`config.mk`:
```
export PLATFORM = sky130hd
export DESIGN_NAME = if_stage
export DESIGN_NICKNAME = d
export VERILOG_FILES = /design/src/rtl/if_stage_pkg.sv /design/src/rtl/if_stage_if_id.sv /design/src/rtl/if_stage.sv
export SDC_FILE = /design/constraint.sdc
export NUM_CORES = 1
export LEC_CHECK = 0
export BUFFER_PORTS_ARGS = -buffer_cell sky130_fd_sc_hd__clkbuf_2
export CORE_MARGIN = 10
export CORE_UTILIZATION = 46
export CTS_CLUSTER_SIZE = 10
export DETAILED_ROUTE_END_ITERATION = 6
export GPL_TIMING_DRIVEN = 0
export PLACE_DENSITY_LB_ADDON = 0.2
export REMOVE_ABC_BUFFERS = 1
export SLEW_MARGIN = 20
export SYNTH_ARGS = -nofsm -noshare
export SYNTH_HDL_FRONTEND = slang
export SYNTH_SLANG_ARGS = --single-unit
```
`constraint.sdc`:
```
create_clock -name clk -period 1.9 [get_ports clk]
set_clock_uncertainty 0.1 [all_clocks]
set_input_delay 0.19 -clock clk [delete_from_list [all_inputs] [get_ports clk]]
set_output_delay 0.19 -clock clk [all_outputs]
set_load 0.03 [all_outputs]
```
`src/rtl/if_stage_pkg.sv`:
```
// Shared constants for the instruction-fetch stage: legacy define.v values and FSM encodings.
package if_stage_pkg;

    localparam logic        RstEnable   = 1'b1;
    localparam logic        ChipEnable  = 1'b1;
    localparam logic        ChipDisable = 1'b0;
    localparam logic [31:0] ZeroWord    = 32'h0000_0000;
    localparam int unsigned InstAddrBus = 32;
    localparam int unsigned InstBus     = 32;
    localparam logic        Stop        = 1'b1;
    localparam logic        NoStop      = 1'b0;

    localparam logic [1:0] StRst  = 2'd0;
    localparam logic [1:0] StRun  = 2'd1;
    localparam logic [1:0] StHold = 2'd2;

endpackage

```
`src/rtl/if_stage_if_id.sv`:
```
// IF/ID pipeline register: captures the fetched pc/instruction, bubbles on flush or a stall split.
module if_stage_if_id
    import if_stage_pkg::*;
#(
    parameter int unsigned ADDR_W = InstAddrBus,
    parameter int unsigned INST_W = InstBus
) (
    input  logic              clk,
    input  logic              rst,
    input  logic              ce,
    input  logic              flush,
    input  logic [1:0]        stall,  // [0]=IF/ID hold, [1]=ID hold
    input  logic [ADDR_W-1:0] pc,
    input  logic [INST_W-1:0] inst,
    output logic [ADDR_W-1:0] id_pc,
    output logic [INST_W-1:0] id_inst
);

    logic [ADDR_W-1:0] id_pc_d, id_pc_q;
    logic [INST_W-1:0] id_inst_d, id_inst_q;

    always_comb begin
        id_pc_d   = id_pc_q;
        id_inst_d = id_inst_q;
        // A disabled ROM masks the reset pc so nothing spurious reaches decode.
        if (!ce || flush || (stall[0] && !stall[1])) begin
            id_pc_d   = '0;
            id_inst_d = '0;
        end else if (!stall[0]) begin
            id_pc_d   = pc;
            id_inst_d = inst;
        end
    end

    always_ff @(posedge clk) begin
        if (rst == RstEnable) begin
            id_pc_q   <= '0;
            id_inst_q <= '0;
        end else begin
            id_pc_q   <= id_pc_d;
            id_inst_q <= id_inst_d;
        end
    end

    assign id_pc   = id_pc_q;
    assign id_inst = id_inst_q;

endmodule

```
`src/rtl/if_stage.sv`:
```
// Instruction-fetch front end: PC register, ROM enable, pending-redirect capture and IF/ID register.
module if_stage
    import if_stage_pkg::*;
#(
    parameter int unsigned       ADDR_W   = InstAddrBus,
    parameter int unsigned       INST_W   = InstBus,
    parameter logic [ADDR_W-1:0] RESET_PC = '0
) (
    input  logic              clk,
    input  logic              rst,
    input  logic [5:0]        stall,
    input  logic              flush,
    input  logic [ADDR_W-1:0] new_pc,
    input  logic              branch_flag_i,
    input  logic [ADDR_W-1:0] branch_target_address_i,
    input  logic [INST_W-1:0] inst_i,
    output logic [ADDR_W-1:0] pc,
    output logic              ce,
    output logic [ADDR_W-1:0] id_pc,
    output logic [INST_W-1:0] id_inst
);

    logic [1:0]        state_d, state_q;
    logic [ADDR_W-1:0] pc_d, pc_q;
    logic              pend_vld_d, pend_vld_q;
    logic [ADDR_W-1:0] pend_pc_d, pend_pc_q;
    logic [ADDR_W-1:0] new_pc_al, target_al;
    logic              unused_stall;

    assign unused_stall = ^stall[5:3];

    assign new_pc_al = {new_pc[ADDR_W-1:2], 2'b00};
    assign target_al = {branch_target_address_i[ADDR_W-1:2], 2'b00};

    assign ce = (state_q != StRst) ? ChipEnable : ChipDisable;

    always_comb begin
        state_d    = state_q;
        pc_d       = pc_q;
        pend_vld_d = pend_vld_q;
        pend_pc_d  = pend_pc_q;
        if (state_q == StRst) begin
            state_d = StRun;
        end else if (flush) begin
            state_d    = StRun;
            pc_d       = new_pc_al;
            pend_vld_d = 1'b0;
        end else if (stall[0] == Stop) begin
            state_d = StHold;
            // Only the first redirect seen during a stall is kept.
            if (branch_flag_i && !pend_vld_q) begin
                pend_pc_d  = target_al;
                pend_vld_d = 1'b1;
            end
        end else begin
            state_d = StRun;
            if (pend_vld_q) begin
                pc_d       = pend_pc_q;
                pend_vld_d = 1'b0;
            end else if (branch_flag_i) begin
                pc_d = target_al;
            end else begin
                pc_d = pc_q + ADDR_W'(4);
            end
        end
    end

    always_ff @(posedge clk) begin
        if (rst == RstEnable) begin
            state_q    <= StRst;
            pc_q       <= RESET_PC;
            pend_vld_q <= 1'b0;
            pend_pc_q  <= '0;
        end else begin
            state_q    <= state_d;
            pc_q       <= pc_d;
            pend_vld_q <= pend_vld_d;
            pend_pc_q  <= pend_pc_d;
        end
    end

    assign pc = pc_q;

    if_stage_if_id #(
        .ADDR_W (ADDR_W),
        .INST_W (INST_W)
    ) u_if_id (
        .clk     (clk),
        .rst     (rst),
        .ce      (ce),
        .flush   (flush),
        .stall   (stall[2:1]),
        .pc      (pc_q),
        .inst    (inst_i),
        .id_pc   (id_pc),
        .id_inst (id_inst)
    );

endmodule
```
==> impl_metrics.py <==
metrics = {
    "grt": {
        "grt_pass1_vias": 5858,
        "grtUsageMet2_pct": 36.4,
        "grt_overflow": 0,
        "grt_max_degree": 63,
        "grt_use_met3_pct": 6.24,
        "gr-max-usage-layer": "met2",
        "antenna_found_initial": 0,
        "grt_pass1_wl_mm": 32.4,
        "grt_util_met1_pct": 28.3,
        "grt_usage_pct": 22.4,
    },
    "sta": {
        "setup_violations": 0,
        "slew-limit-headroom_pct": 39.2,
        "rsz0062_at_grt": "true",
        "worst_pin_slew_ns": 0.912,
        "final.min_clock_period_ns": 1.83,
        "worst_hold_slack_ns": 0.0162,
        "finalHoldViolations": 0,
        "drv_slew": 0,
        "fmax_ghz": 0.546,
        "finalCritPeriodShare_pct": 96.3,
    },
    "job": {
        "cap_violations": 0,
    },
    "min_path": {
        "min_from": "new_pc[13]",
        "hold_class": "in -> reg",
    },
    "finish": {
        "n_fill_cell": 1025,
        "final_common_cell": "clkbuf_2",
        "register_area_um2": 2550,
        "multi_input_area_um2": 3380,
        "final_cell_area_um2": 8730,
        "syn_to_final_growth_pct": 47.7,
        "antennaDiodeCount": 0,
        "stdcell_count": 1168,
        "final_cell_mix": "clkbuf_2 (187), nand2_1 (112), dfxtp_1 (105)",
        "num-nets-final": 1091,
        "final_layout_size_suffix_gt1_share_pct": 30.2,
    },
    "die": {
        "dieArea_um2": 17800,
        "rows": 41,
        "ios": 203,
        "die_height_um": 133,
        "core_um2": 12600,
        "fp.dieW_um": 133,
        "initial_core_util_pct": 46.8,
    },
    "synth": {
        "synth_compound_area_share_pct": 15.0,
        "synth_ff_type": "dfxtp_1",
        "avgSynthCellArea_um2": 8.06,
        "ys_seq_area_share_pct": 42.3,
        "ys.warnings.count": 0,
        "synth_mux_area_share_pct": 11.2,
        "synth_edf_count": 0,
        "synthSimpleGateAreaFrac_pct": 24.2,
        "synthesis.instances": 733,
        "synth_fa_ha_area_share_pct": 0.212,
        "syn_area_um2": 5910,
        "async_flop_share_pct": 0,
        "ys_types": 60,
        "ys_seq_elements": 125,
        "synth_top_family_by_area": "simple AND/OR/NAND/NOR gates",
        "synth_xor_area_share_pct": 2.52,
    },
    "critical_path": {
        "cp_max_fo": 7,
        "worstPathCellList": "nand3_4 > buf_4 > nor4_4 > nand4_1 > a211o_1",
        "reg2reg_from": "pc[4]",
        "cp-end-kind": "flop",
        "critPathBufInv": 1,
        "cp.required_ns": 2.10,
        "critPathSlowestCell": "dfxtp_4",
        "cp-startpoint": "pc[4]",
        "critPathKind": "reg -> reg",
        "cp_top_family": "simple AND/OR/NAND/NOR gates",
        "cp-start-kind": "flop",
        "slowest_delay_ns": 0.40,
        "crit_arrival_ns": 2.03,
    },
    "routing": {
        "ant_nets": 0,
        "avgRoutedWirePerCell_um": 17.8,
        "drc": 0,
        "wl_mm": 20.8,
        "first_pass_iters": 5,
        "post_drt_via_cell_ratio": 5.38,
        "vias": 6285,
        "drt-initial-drc-count": 479,
    },
    "clock_network": {
        "path_clk_slew_ns": 0.06,
        "clock_latency_ns": 0.42,
        "cts_tree": "done",
        "root_buffer": "clkbuf_16",
        "clock-sinks": 125,
        "cts_htree_levels": 4,
        "numCtsBuffers": 17,
        "clockBufferDepth": 2,
    },
    "placed_design": {
        "port_buffers": 191,
        "place_area_um2": 7010,
        "place_inst": 1047,
        "hpwl_mm": 13.6,
        "place_congestion": 0.801,
    },
    "pwr": {
        "cellPowerDensity_nw_per_um2": 839,
        "p_leak_nw": 3.84,
        "p_total_w": 0.00733,
        "vdd_drop_max_v": 0.000636,
    },
    "outcome": {
        "status": "finished, final reports clean",
    },
}
## worst paths after layout
path / end / slack [ns] / cells past startpoint
max reg2reg: pc[25] / 0.07 / 5
min: pc[13] / 0.02 / 3
max: pc[25] / 0.07 / 5
min reg2reg: pend_pc_q[30] / 0.35 / 2
## worst register-to-register path, stage by stage, from the launching register on
cell and delay (ns):
dfxtp_4 0.40, nand3_4 0.17, buf_4 0.19, nor4_4 0.37, nand4_1 0.18, a211o_1 0.31
## routing by layer
layer / share of wire, % / up-vias / routed length, um
li1: - / 3080 / -
met4: 1.7 / 0 / 362
met2: 48 / 259 / 9950
met1: 43 / 2920 / 8910
met5: 0 / - / 0
met3: 7.4 / 26 / 1530
## sequential cells by signal, indices dropped and copies added (netlist names)
name             count
pc                  30
pend_pc_q           30
pend_vld_q           1
u_if_id.id_inst     32
u_if_id.id_pc       30
state_q              2
## Yosys cell counts, drive strengths merged (5+ instances only)
| library cell | instances | area share [%] |
|---|---|---|
| nor3 | 17 | 1.5 |
| o22ai | 5 | 0.53 |
| buf | 13 | 1.2 |
| a21oi | 56 | 4.7 |
| o21ai | 22 | 1.9 |
| o211ai | 16 | 2.0 |
| nand3 | 24 | 2.1 |
| dfxtp | 125 | 42 |
| nand4 | 12 | 1.3 |
| inv | 7 | 0.44 |
| nand2b | 13 | 1.4 |
| a31oi | 8 | 0.85 |
| xor2 | 14 | 2.1 |
| nand2 | 114 | 7.2 |
| nor2 | 100 | 6.4 |
| and3 | 13 | 1.4 |
| nor4 | 11 | 1.5 |
| mux2i | 66 | 11 |
| clkbuf | 44 | 2.8 |
## through the flow
stage / TNS [ns] / worst slack, ns / utilization (%)
after floorplan: -98.49 / -1.19 / -
after global placement: -352.04 / -4.32 / 54.3
after detailed placement: -76.98 / -1.11 / 55.6
after CTS: 0 / 0.00300 / 67.6
after global routing: -0.0173 / -0.00864 / 69.2
final: 0 / 0.0696 / 69.2
## power by group
group	internal (W)	leakage [nW]	switching (W)
Clock	0.00220	0.297	0.00116
Combinational	0.000472	2.52	0.000637
Sequential	0.00272	1.02	0.000142
Total	0.00539	3.84	0.00194
## final cells by class
class	count	area share [%]
Clock inverter	13	1.98
Multi-Input combinational cell	548	38.7
Timing Repair Buffer	284	22.3
Tap cell	172	2.46
Inverter	8	0.401
Clock buffer	18	5.03
Sequential cell	125	29.2
## logic make-up after synthesis
| group | count (synthesis) |
|---|---|
| compound gates | 142 |
| simple gates | 316 |
| mux | 66 |
| xor+xnor | 17 |
| flops | 125 |
| fa+ha+maj | 1 |
| buf+inv | 65 |
| other cells | 1 |
## timing repair
| action | in CTS | in global routing |
|---|---|---|
| resized for setup | 43 | 24 |
| setup buffers | 13 | 9 |
| hold buffers | 65 | 0 |
| pin swaps | 3 | 9 |
| cloned | 0 | 3 |
| hold endpoints to repair | 65 | 0 |
| setup endpoints to repair | 124 | 51 |
No activity file was read; power rests on OpenSTA's default activity.
